## config.mk

```make
export PLATFORM = sky130hd
export DESIGN_NAME = uart_tx
export DESIGN_NICKNAME = d
export VERILOG_FILES = /design/src/rtl/uart_tx.sv
export SDC_FILE = /design/constraint.sdc
export NUM_CORES = 1
export LEC_CHECK = 0
export BUFFER_PORTS_ARGS = -buffer_cell sky130_fd_sc_hd__buf_2
export CELL_PAD_IN_SITES_DETAIL_PLACEMENT = 2
export CELL_PAD_IN_SITES_GLOBAL_PLACEMENT = 2
export CORE_ASPECT_RATIO = 1.1
export CORE_MARGIN = 1
export CORE_UTILIZATION = 40
export CTS_BUF_LIST = sky130_fd_sc_hd__clkbuf_4
export CTS_CLUSTER_DIAMETER = 50
export DETAILED_ROUTE_END_ITERATION = 16
export PLACE_DENSITY_LB_ADDON = 0.1
export SLEW_MARGIN = 20
export SYNTH_ARGS = -nofsm -noshare
export SYNTH_HDL_FRONTEND = slang
export SYNTH_SLANG_ARGS = --single-unit
```

## constraint.sdc

```tcl
create_clock -name clk -period 6.2 [get_ports clk]
set_clock_uncertainty 0.15 [all_clocks]
set_input_delay 0.93 -clock clk [delete_from_list [all_inputs] [get_ports clk]]
set_output_delay 0.93 -clock clk [all_outputs]
set_load 0.1 [all_outputs]
```

## src/rtl/uart_tx.sv

```systemverilog
// Serial transmitter: 1 start bit, FRAME_WIDTH data bits LSB first, 1 stop bit.
// All outputs are registered and derived from the next state, so tx moves one edge after the decision.
module uart_tx #(
    parameter int FRAME_WIDTH  = 8,
    parameter int CLKS_PER_BIT = 10417
) (
    input  logic                   clk,
    input  logic                   rst,
    input  logic                   tx_en,
    input  logic [FRAME_WIDTH-1:0] data,
    output logic                   tx,
    output logic                   busy,
    output logic                   done
);

    localparam int CNT_W = (CLKS_PER_BIT > 1) ? $clog2(CLKS_PER_BIT) : 1;
    localparam int IDX_W = (FRAME_WIDTH > 1) ? $clog2(FRAME_WIDTH) : 1;
    localparam logic [CNT_W-1:0] CNT_MAX = CNT_W'(CLKS_PER_BIT - 1);
    localparam logic [IDX_W-1:0] IDX_MAX = IDX_W'(FRAME_WIDTH - 1);

    typedef enum logic [1:0] {IDLE, START, DATA, STOP} state_t;

    state_t                 state_reg, state_next;
    logic [CNT_W-1:0]       baud_reg, baud_next;
    logic [IDX_W-1:0]       idx_reg, idx_next;
    logic [FRAME_WIDTH-1:0] data_reg, data_next;
    logic                   tx_reg, tx_next;
    logic                   busy_reg, busy_next;
    logic                   done_reg, done_next;
    logic                   bit_end;

    assign bit_end = (baud_reg == CNT_MAX);

    always_ff @(posedge clk) begin
        if (rst) begin
            state_reg <= IDLE;
            baud_reg  <= '0;
            idx_reg   <= '0;
            data_reg  <= '0;
            tx_reg    <= 1'b1;
            busy_reg  <= 1'b0;
            done_reg  <= 1'b0;
        end else begin
            state_reg <= state_next;
            baud_reg  <= baud_next;
            idx_reg   <= idx_next;
            data_reg  <= data_next;
            tx_reg    <= tx_next;
            busy_reg  <= busy_next;
            done_reg  <= done_next;
        end
    end

    always_comb begin
        state_next = state_reg;
        baud_next  = bit_end ? '0 : baud_reg + 1'b1;
        idx_next   = idx_reg;
        data_next  = data_reg;
        done_next  = 1'b0;

        case (state_reg)
            IDLE: begin
                // Baud counter is parked at zero so START gets a full bit period.
                baud_next = '0;
                if (tx_en) begin
                    state_next = START;
                    data_next  = data;
                    idx_next   = '0;
                end
            end
            START: begin
                if (bit_end) begin
                    state_next = DATA;
                    idx_next   = '0;
                end
            end
            DATA: begin
                if (bit_end) begin
                    if (idx_reg == IDX_MAX) begin
                        state_next = STOP;
                    end else begin
                        idx_next = idx_reg + 1'b1;
                    end
                end
            end
            STOP: begin
                if (bit_end) begin
                    state_next = IDLE;
                    done_next  = 1'b1;
                end
            end
            default: state_next = IDLE;
        endcase

        tx_next   = 1'b1;
        busy_next = (state_next != IDLE);
        case (state_next)
            START:   tx_next = 1'b0;
            DATA:    tx_next = data_next[idx_next];
            default: tx_next = 1'b1;
        endcase
    end

    assign tx   = tx_reg;
    assign busy = busy_reg;
    assign done = done_reg;

endmodule

```

# Yosys cells after proc, flatten, opt, wreduce, memory -nomap -nowiden
# Index checks and enable logic that the tools add are counted.
[word_totals]
register_bits = 30
out_inout_bits = 3
word_cells = 39
[op_classes]
add_sub_neg = 2
order_cmp = 1
eq_ne = 7
muxes = 17
bitwise_logic = 1
n_reduce_logical = 4
[op_table]
columns = ["cell", "count"]
rows = [
  ["two-way mux 8 bit", 2],
  ["adder 14 x 1 -> 14 bit (second input constant)", 1],
  ["== test 14 bit (second input constant)", 1],
  ["two-way mux 3 bit", 4],
  ["two-way mux 2 bit", 5],
  ["case mux 3 bit (3 select lines)", 1],
  ["case mux 2 bit (4 select lines)", 1],
  ["== test 2 bit (second input constant)", 3],
  ["== test 2 x 1 -> 1 bit (second input constant)", 2],
  ["less-than comparator 3 x 4 -> 1 bit (second input constant)", 1],
  ["adder 3 x 1 -> 3 bit (second input constant)", 1],
  ["binary-select mux 1 bit (select 3 bit)", 1],
  ["== test 3 bit (second input constant)", 1],
  ["OR reduction 3 bit", 1],
  ["logical NOT 2 bit", 1],
  ["two-way mux 1 bit", 2],
  ["case mux 1 bit (2 select lines)", 1],
  ["nonzero test 2 bit", 1],
  ["OR reduction 2 bit", 1],
  ["NOT 1 bit", 1],
]

# Logic depth before layout (Yosys ltp)
# Gate-level depths: netlist of the first run.
[logic_depth]
ltp_word = 7
mapped_depth = 9
ltp_nobuf = 9

# Worst setup path before layout of the first run
# Ideal clock, no wire load.
[synth_timing]
path_kind = "register to register"
start = "reg baud_reg[2]"
end = "reg tx_reg, in the netlist tx"
t_arrival_ps = 2239
setup_slack_ps = 3692
stages_incl_launch_ff = 8
path_buffers = 0
cell_sequence = "dfxtp_1 -> or4b_4 -> o41ai_4 -> a21boi_2 -> a311oi_4 -> mux2i_1 -> o311ai_2 -> o31a_1"
[synth_via]
elab_chain_cells = 6
elab_cells_between_ends = 13
cone_classes = "eq/ne (3); mux (10)"
[synth_lines]
columns = ["element", "line", "rtl"]
rows = [
  ["from (decl)", "24", "logic [CNT_W-1:0] baud_reg, baud_next;"],
  ["from (signal assigned)", "45", "baud_reg <= baud_next;"],
  ["== test 14 bit *", "32", "assign bit_end = (baud_reg == CNT_MAX);"],
  ["two-way mux 3 bit (on tied branches)", "78, 72", ""],
  ["case mux 3 bit (3 select lines)", "61", "case (state_reg)"],
  ["binary-select mux 1 bit (select 3 bit)", "99", "DATA: tx_next = data_next[idx_next];"],
  ["two-way mux 1 bit (not written as such)", "99", ""],
  ["case mux 1 bit (2 select lines) *", "97", "case (state_next)"],
  ["to (signal assigned)", "48", "tx_reg <= tx_next;"],
  ["to (decl)", "27", "logic tx_reg, tx_next;"],
]
# Every way passes the cells marked *; elsewhere a longest branch is shown, timed or not. The select of a mux whose other input is x is not followed.
# A chain may end at the register's enable or synchronous reset.

# Worst setup path in the final report of the first run
[layout_timing]
start = "reg baud_reg[0]"
end = "reg tx_reg, in the netlist tx"
# The elaborated chain is that of the path after synthesis.

==> results of run 1 <==
[area by class of cell]
type	count	share of cell area (%)
multi-input cells	138	51.8
flip-flops and latches	30	36.0
repair buffers	13	3.90
well taps	50	3.75
clock buffers	6	2.70
inverters	6	1.35
clock inverters	2	0.525
[power breakdown]
part	internal, W	switching [W]	leakage, nW
Sequential	0.000198	0.00000343	0.244
Clock	0.0000469	0.0000687	0.0331
Combinational	0.0000108	0.0000218	0.365
Total	0.000255	0.0000940	0.642
[path summary, 6_finish.rpt]
| path | startpoint | end | depth (start not counted) |
|---|---|---|---|
| max | baud_reg[0]$_SDFF_PP0_ | tx$_SDFF_PP1_ | 9 |
| min reg2reg | data_reg[7]$_SDFF_PP0_ | data_reg[7]$_SDFF_PP0_ | 2 |
| max reg2reg | baud_reg[0]$_SDFF_PP0_ | tx$_SDFF_PP1_ | 9 |
| min | data_reg[7]$_SDFF_PP0_ | data_reg[7]$_SDFF_PP0_ | 2 |
[cells by family after synthesis]
kind of cell | share of synthesized area (%)
and+or+nand+nor | 28.3
AOI/OAI and AO/OA | 18.1
DFF | 38.9
buffers and inverters | 5.26
xor gates and xnor gates | 5.67
adders and majority gates | 2.43
muxes | 1.38
[tightest hold or removal path, stage by stage, from the launching register on]
cell     delay [ns]
dfxtp_1        0.32
nand2_1        0.05
a21oi_1        0.05
[cells in the final DEF, fill, tap and decap left out, types with 4 or more instances in the layout]
| cell type | instances |
|---|---|
| xor2_1 | 7 |
| o21ai_0 | 5 |
| inv_1 | 6 |
| or3_1 | 4 |
| nand2_1 | 33 |
| nor2_1 | 22 |
| nand3_1 | 6 |
| buf_2 | 13 |
| dfxtp_1 | 30 |
| a21oi_1 | 15 |
| clkbuf_4 | 6 |
[through the flow]
stage | std cells | area [µm²] | util, % | total power (W) | hold WS [ns]
after floorplan | 182 | 1550 | - | 0.000232 | 0.282
after detailed placement | 237 | 1610 | 43.8 | 0.000239 | 0.303
after global placement | 237 | 1610 | 43.8 | 0.000237 | 0.295
after global routing | 245 | 1670 | 45.3 | 0.000365 | 0.340
final | 245 | 1670 | 45.3 | 0.000349 | 0.313
after CTS | 245 | 1670 | 45.3 | 0.000356 | 0.317
[layer usage]
layer  routed length, µm  up-vias
met5                   0        -
met4                  93        0
met3                 116       10
met2                1990       18
met1                1480      635
li1                    -      657
==> flow_metrics.tcl, run 1 <==
set metrics [dict create \
    rows 23 \
    dieArea_um2 4120 \
    r2r_slack_ns 3.38 \
    critical_path.max_fanout 5 \
    synth_warnings 0 \
    wire_per_inst_um 15.0 \
    required_ns 6.34 \
    synth_area_per_cell_um2 8.49 \
    antenna_left 0 \
    vdd_ir_drop_max_mv 0.105 \
    clkSinkCount 30 \
    track_usage_pct 20.5 \
    synth_cells 182 \
    htreeDepth 2 \
    seqCellArea_um2 601 \
    cts_resized 0 \
    routed_via_density 5.39 \
    setup_slack_ns 3.38 \
    synth-edff-count 0 \
    top_usage_layer "met2" \
    die_h_um 67.2 \
    status "finished clean" \
    slew_headroom_pct 42.6 \
    synth_seq_cells 30 \
    async_flop_share_pct 0 \
    synth_top_area_share_pct 38.9 \
    cts_root_buffer "clkbuf_4" \
    fmax_mhz 355 \
    arrival_ns 2.96 \
    pre_cts_ws_ns 3.26 \
    largest_reg_flops 14 \
    crit_family "compound AO/OA/AOI/OAI gates" \
    end_kind "register" \
    n_fill_cell 445 \
    slew_viol_final 0 \
    final_nets 208 \
    syn_nets 196 \
    path_class "register to register" \
    grtUsageMet2_pct 38.7 \
    period_minus_slack_ns 2.82 \
    synth_cell_types 46 \
    use_met1_pct 19.5 \
    cp_cell_sequence "inv_1 > ha_1 > nor4b_1 > a41oi_1 > a211oi_1 > o21ai_0 > a211o_1 > a21oi_1 > o31a_1" \
    crit_slowest_cell "a211oi_1" \
    powerDensity_nw_per_um2 209 \
    startpoint_type "register" \
    hp-class "register to register" \
    hpwlAfterDp_um 2810 \
    clock_path_buffers 2 \
    synthTopCellsByArea "dfxtp_1 (39%), nand2_1 (8.0%), nor2_1 (5.3%)" \
    worst_pin_slew_ns 0.856 \
    antenna_found_initial 0 \
    drt-total-wl_um 3680 \
    drt_pass1_iterations 4 \
    path_buf_inv 1 \
    place_congestion 0.749 \
    grt_pass1_wl_um 6140 \
    synth_most_common_cell "nand2_1" \
    synth_flop_cell "dfxtp_1" \
    antennaDiodeCount 0 \
    hold_viol 0 \
    setup_viol 0 \
    met3_usage_pct 5.94 \
    synthesis.area_um2 1550 \
    die_w_um 61.3 \
    first_global_vias 1462 \
    post-cts-setup-buffers 0 \
    syn_to_final_growth_pct 7.94 \
    multi_input_area_um2 863 \
    rsz0062_at_grt "no" \
    clk_latency_ns 0.34 \
    io_buffers 13 \
    cts_tree "yes" \
    yosysTopAreaCell "dfxtp_1" \
    slowest_delay_ns 0.71 \
    ctsHoldBuffers 0 \
    core_um2 3680 \
    cts_buffers 5 \
    pin_count 14 \
    layout-drive-gt1-share_pct 16.4 \
    fin_crit_sh_pct 45.5 \
    route.detailed.drc 0 \
    start_util_pct 41.9 \
    clk_pin_slew_ns 0.10 \
    ys_seq_area_share_pct 38.9 \
    grt_max_degree 19 \
    synthTopCellsByCount "nand2_1 (33), dfxtp_1 (30), nor2_1 (22)" \
    grt_overflow 0 \
    vias 1320 \
    maxCapViolations 0 \
    finalSetupTns_ns 0 \
    p_leak_nw 0.642 \
    drtIter0Drc 35 \
]
No activity file was read; power rests on OpenSTA's default activity.
==> inputs of run 2 (changes only) <==
--- a/config.mk
+++ b/config.mk
@@ -10,7 +10,7 @@
 export CELL_PAD_IN_SITES_GLOBAL_PLACEMENT = 2
 export CORE_ASPECT_RATIO = 1.1
 export CORE_MARGIN = 1
-export CORE_UTILIZATION = 40
+export CORE_UTILIZATION = 37
 export CTS_BUF_LIST = sky130_fd_sc_hd__clkbuf_4
 export CTS_CLUSTER_DIAMETER = 50
 export DETAILED_ROUTE_END_ITERATION = 16
==> constraint.sdc (replaced) <==
create_clock -name clk -period 2.85 [get_ports clk]
set_clock_uncertainty 0.15 [all_clocks]
set_input_delay 0.4275 -clock clk [delete_from_list [all_inputs] [get_ports clk]]
set_output_delay 0.4275 -clock clk [all_outputs]
set_load 0.1 [all_outputs]
==> run 2 against run 1 <==
Net effect:
- via count about the same
- non-clock buffer count rose by 2
- worst setup slack lost 3.2 ns
- core utilization fell by 3.0 points
- clock power up 120%
- flip-flop and latch count unchanged
- critical path depth is 2 lower
- register-to-register slack got worse by 3.2 ns
- count of clock-buffer cells in the layout increased by 1
- largest power group unchanged
==> flow_metrics.tcl, run 2 (synthesis results as in run 1) <==
set metrics [dict create \
    status "finished clean" \
    crit_slowest_cell "or4b_4" \
    drt-total-wl_um 3910 \
    hold_viol 0 \
    seqCellArea_um2 601 \
    top_layer_used "met4" \
    grt_max_degree 19 \
    slew_headroom_pct 65.2 \
    vdd_ir_drop_max_mv 0.189 \
    clkSinkCount 30 \
    layout_common_cells "nand2_1 (33), dfxtp_1 (30), nor2_1 (22)" \
    powerDensity_nw_per_um2 451 \
    hpwlAfterDp_um 3060 \
    crit_family "compound AO/OA/AOI/OAI gates" \
    grt_pass1_wl_um 6940 \
    clk_pin_slew_ns 0.09 \
    dieArea_um2 4440 \
    clock_path_buffers 2 \
    startpoint_type "register" \
    htreeDepth 2 \
    critical_path.max_fanout 6 \
    n_fill_cell 465 \
    routed_via_density 5.32 \
    final_cells 248 \
    drtIter0Drc 42 \
    largest_reg_flops 14 \
    setup_viol 0 \
    track_usage_pct 20.1 \
    cts_root_buffer "clkbuf_4" \
    final_common_cell "nand2_1" \
    rsz0062_at_grt "no" \
    drt_pass1_iterations 4 \
    slowest_delay_ns 0.59 \
    dpl_cell_area_um2 1630 \
    vias 1319 \
    grt_overflow 0 \
    syn_to_final_growth_pct 9.39 \
    die_w_um 63.6 \
    cts_tree "yes" \
    multi_input_area_um2 870 \
    wl_met1_um 1630 \
    required_ns 2.92 \
    path_class "register to register" \
    p_leak_nw 0.654 \
    maxCapViolations 0 \
    layout-drive-gt1-share_pct 17.9 \
    die_h_um 69.8 \
    hp-class "input port to register" \
    antenna_left 0 \
    antenna_found_initial 0 \
    wire_per_inst_um 15.8 \
    rows 24 \
    pin_count 14 \
    core_um2 3990 \
    arrival_ns 2.77 \
    period_minus_slack_ns 2.70 \
    cts_buffers 5 \
    cp_cell_sequence "or4b_4 > o41ai_4 > a21boi_2 > a311oi_4 > mux2i_1 > o311ai_2 > o31a_1" \
    place_congestion 0.764 \
    clk_latency_ns 0.33 \
    routed-wl-met2_um 2160 \
    met3_length_um 80 \
    route.detailed.drc 0 \
    ctsHoldBuffers 0 \
    fin_area_um2 1690 \
    start_util_pct 38.7 \
    final_nets 210 \
    path_buf_inv 0 \
    io_buffers 13 \
    finalSetupTns_ns 0 \
    fmax_mhz 371 \
    slew_viol_final 0 \
    antennaDiodeCount 0 \
    end_kind "register" \
    dp.cells 241 \
    fin_crit_sh_pct 94.6 \
    first_global_vias 1439 \
    worst_pin_slew_ns 0.522 \
    hold_ws_ns 0.186 \
]
run 2: cell count changes in the layout (fill, tap and decap cells not counted):
cell,previous run,this run
buf_4,0,2
nor4b_2,0,1
clkbuf_4,6,7
nor4b_1,2,1
clkinv_1,1,0
clkinv_2,1,0
run 2: worst reg2reg max path: stages (launching register included):
cell,delay (ns)
dfxtp_1,0.39
or4b_4,0.59
o41ai_4,0.40
a21boi_2,0.12
a311oi_4,0.33
mux2i_1,0.28
o311ai_2,0.10
o31a_1,0.25
run 2: stage by stage:
stage	worst slack, ns	total power, W	util, %
floorplan	0.342	0.000504	-
global placement	0.260	0.000515	40.9
detailed placement	0.147	0.000519	40.9
CTS	0.127	0.000778	42.2
global route	0.0150	0.000803	42.3
finish	0.154	0.000762	42.3
run 2: cell type report:
class                           instances  area share [%]
Multi-Input combinational cell        138            51.4
Clock buffer                            7            3.11
Timing Repair Buffer                   15            4.74
Tap cell                               52            3.85
Sequential cell                        30            35.5
Inverter                                6            1.33
run 2: worst paths after layout:
check,from,endpoint,slack (ns),cells after the start
max reg2reg,baud_reg[2]$_SDFF_PP0_,tx$_SDFF_PP1_,0.15,7
min reg2reg,data_reg[2]$_SDFF_PP0_,data_reg[2]$_SDFF_PP0_,0.31,2
min,data[5],data_reg[5]$_SDFF_PP0_,0.19,3
max,baud_reg[2]$_SDFF_PP0_,tx$_SDFF_PP1_,0.15,7
run 2: power breakdown:
group / internal (W) / total [W] / switching (W)
clock: 0.000112 / 0.000255 / 0.000143
combinational: 0.0000237 / 0.0000700 / 0.0000463
sequential: 0.000430 / 0.000438 / 0.00000789
run 2: what timing repair did:
item / in CTS / in global routing
endpoints found under the setup margin: 0 / 1
gates resized for setup: 0 / 1
buffers inserted: 0 / 0
hold endpoints to repair: 0 / 0
run 2: routing by layer:
layer / vias to the layer above / global-route usage [%]
met1: 642 / 22.6
met3: 6 / 4.93
met4: 0 / 6.06
met2: 15 / 36.6
met5: - / 0
li1: 656 / -
==> inputs of run 3 (changes only) <==
==> constraint.sdc (replaced) <==
create_clock -name clk -period 3 [get_ports clk]
set_clock_uncertainty 0.15 [all_clocks]
set_input_delay 0.45 -clock clk [delete_from_list [all_inputs] [get_ports clk]]
set_output_delay 0.45 -clock clk [all_outputs]
set_load 0.1 [all_outputs]
==> run 3 against run 2 <==
Net effect:
- sequential share of layout area rose by 0.13 points
- sequential power is 5.0% lower
- via count rose by 0.53%
- cell count did not move
- count of clock-buffer cells in the layout fell by 2
- flip-flop and latch count is the same
- core utilization shrank 0.16 points
==> flow_metrics.tcl, run 3 (synthesis results as in run 1) <==
set metrics [dict create \
    core_um2 3990 \
    worst_pin_slew_ns 0.520 \
    route.detailed.drc 0 \
    layout_common_cells "nand2_1 (33), dfxtp_1 (30), nor2_1 (22)" \
    die_w_um 63.6 \
    layout-drive-gt1-share_pct 16.8 \
    clk_pin_slew_ns 0.10 \
    dpl_cell_area_um2 1620 \
    end_kind "register" \
    io_buffers 13 \
    ctsHoldBuffers 0 \
    vias 1326 \
    arrival_ns 2.82 \
    pin_count 14 \
    cts_buffers 5 \
    antenna_left 0 \
    drt-total-wl_um 3950 \
    clk_latency_ns 0.33 \
    drtIter0Drc 52 \
    multi_input_area_um2 875 \
    clkSinkCount 30 \
    vdd_ir_drop_max_mv 0.190 \
    p_leak_nw 0.646 \
    startpoint_type "register" \
    fin_area_um2 1680 \
    fmax_mhz 365 \
    die_h_um 69.8 \
    track_usage_pct 19.8 \
    final_common_cell "nand2_1" \
    antennaDiodeCount 0 \
    start_util_pct 38.7 \
    seqCellArea_um2 601 \
    grt_max_degree 19 \
    final_nets 209 \
    grt_pass1_wl_um 6770 \
    critical_path.max_fanout 6 \
    dieArea_um2 4440 \
    setup_viol 0 \
    grt_overflow 0 \
    cts_tree "yes" \
    first_global_vias 1468 \
    clock_path_buffers 2 \
    routed_via_density 5.35 \
    htreeDepth 2 \
    slew_viol_final 0 \
    rows 24 \
    hpwlAfterDp_um 3000 \
    finalSetupTns_ns 0 \
    wire_per_inst_um 15.9 \
    largest_reg_flops 14 \
    rsz0062_at_grt "no" \
    post-cts-setup-buffers 0 \
    required_ns 3.08 \
    syn_to_final_growth_pct 8.99 \
    cts_resized 0 \
    antenna_found_initial 0 \
    status "finished clean" \
    n_fill_cell 453 \
    path_class "register to register" \
    fin_crit_sh_pct 91.3 \
    period_minus_slack_ns 2.74 \
    drt_pass1_iterations 3 \
    maxCapViolations 0 \
    place_congestion 0.756 \
    powerDensity_nw_per_um2 422 \
    cts_root_buffer "clkbuf_4" \
    slew_headroom_pct 65.3 \
    hp-class "input port to register" \
    hold_viol 0 \
]
## run 3: cell count changes in the layout (fill, tap and decap cells not counted)
cell      previous run  this run
a211oi_1             1         0
a211oi_2             0         1
buf_4                2         1
clkbuf_4             7         5
clkinv_1             0         3
## run 3: metrics by stage
stage / instances / power (W) / hold slack (ns) / worst slack (ns) / utilization (%)
floorplan: 182 / 0.000478 / 0.282 / 0.492 / -
detailed placement: 240 / 0.000494 / 0.303 / 0.163 / 40.7
CTS: 248 / 0.000722 / 0.188 / 0.146 / 41.9
global route: 248 / 0.000747 / 0.184 / 0.103 / 42.2
finish: 248 / 0.000711 / 0.200 / 0.261 / 42.2
global placement: 240 / 0.000490 / 0.294 / 0.247 / 40.7
## run 3: path summary, 6_finish.rpt
kind,start,endpoint,slack (ns),cells past startpoint
worst max-delay path,baud_reg[2]$_SDFF_PP0_,tx$_SDFF_PP1_,0.26,7
worst min-delay path,data[7],data_reg[7]$_SDFF_PP0_,0.20,3
worst max register to register,baud_reg[2]$_SDFF_PP0_,tx$_SDFF_PP1_,0.26,7
worst min register to register,data_reg[2]$_SDFF_PP0_,data_reg[2]$_SDFF_PP0_,0.31,2
## run 3: final cells by class
cell class | instances | share of cell area [%]
clock inverter | 3 | 0.669
clock buffer | 5 | 2.23
multi-input combinational | 138 | 51.9
sequential | 30 | 35.7
inverter | 6 | 1.34
tap | 52 | 3.86
timing repair buffer | 14 | 4.31
## run 3: power breakdown
group | switching [W] | internal [W] | leakage [nW] | total, W
Clock | 0.000144 | 0.0000834 | 0.0277 | 0.000227
Sequential | 0.00000767 | 0.000408 | 0.244 | 0.000416
Combinational | 0.0000451 | 0.0000226 | 0.374 | 0.0000677
Total | 0.000197 | 0.000514 | 0.646 | 0.000711
## run 3: routing by layer
metal / global-route usage [%] / routed length (µm) / part of all wire [%]
met1: 20.2 / 1560 / 40
met2: 37.6 / 2220 / 56
met3: 4.11 / 85 / 2.2
met4: 9.09 / 83 / 2.1
met5: 0 / 0 / 0
## run 3: worst max-delay path: stages (launching register included)
cell and delay, ns:
dfxtp_1 0.39, or4b_4 0.58, o41ai_4 0.40, a21boi_2 0.11, a311oi_4 0.34, mux2i_1 0.30
o311ai_2 0.10, o31a_1 0.25
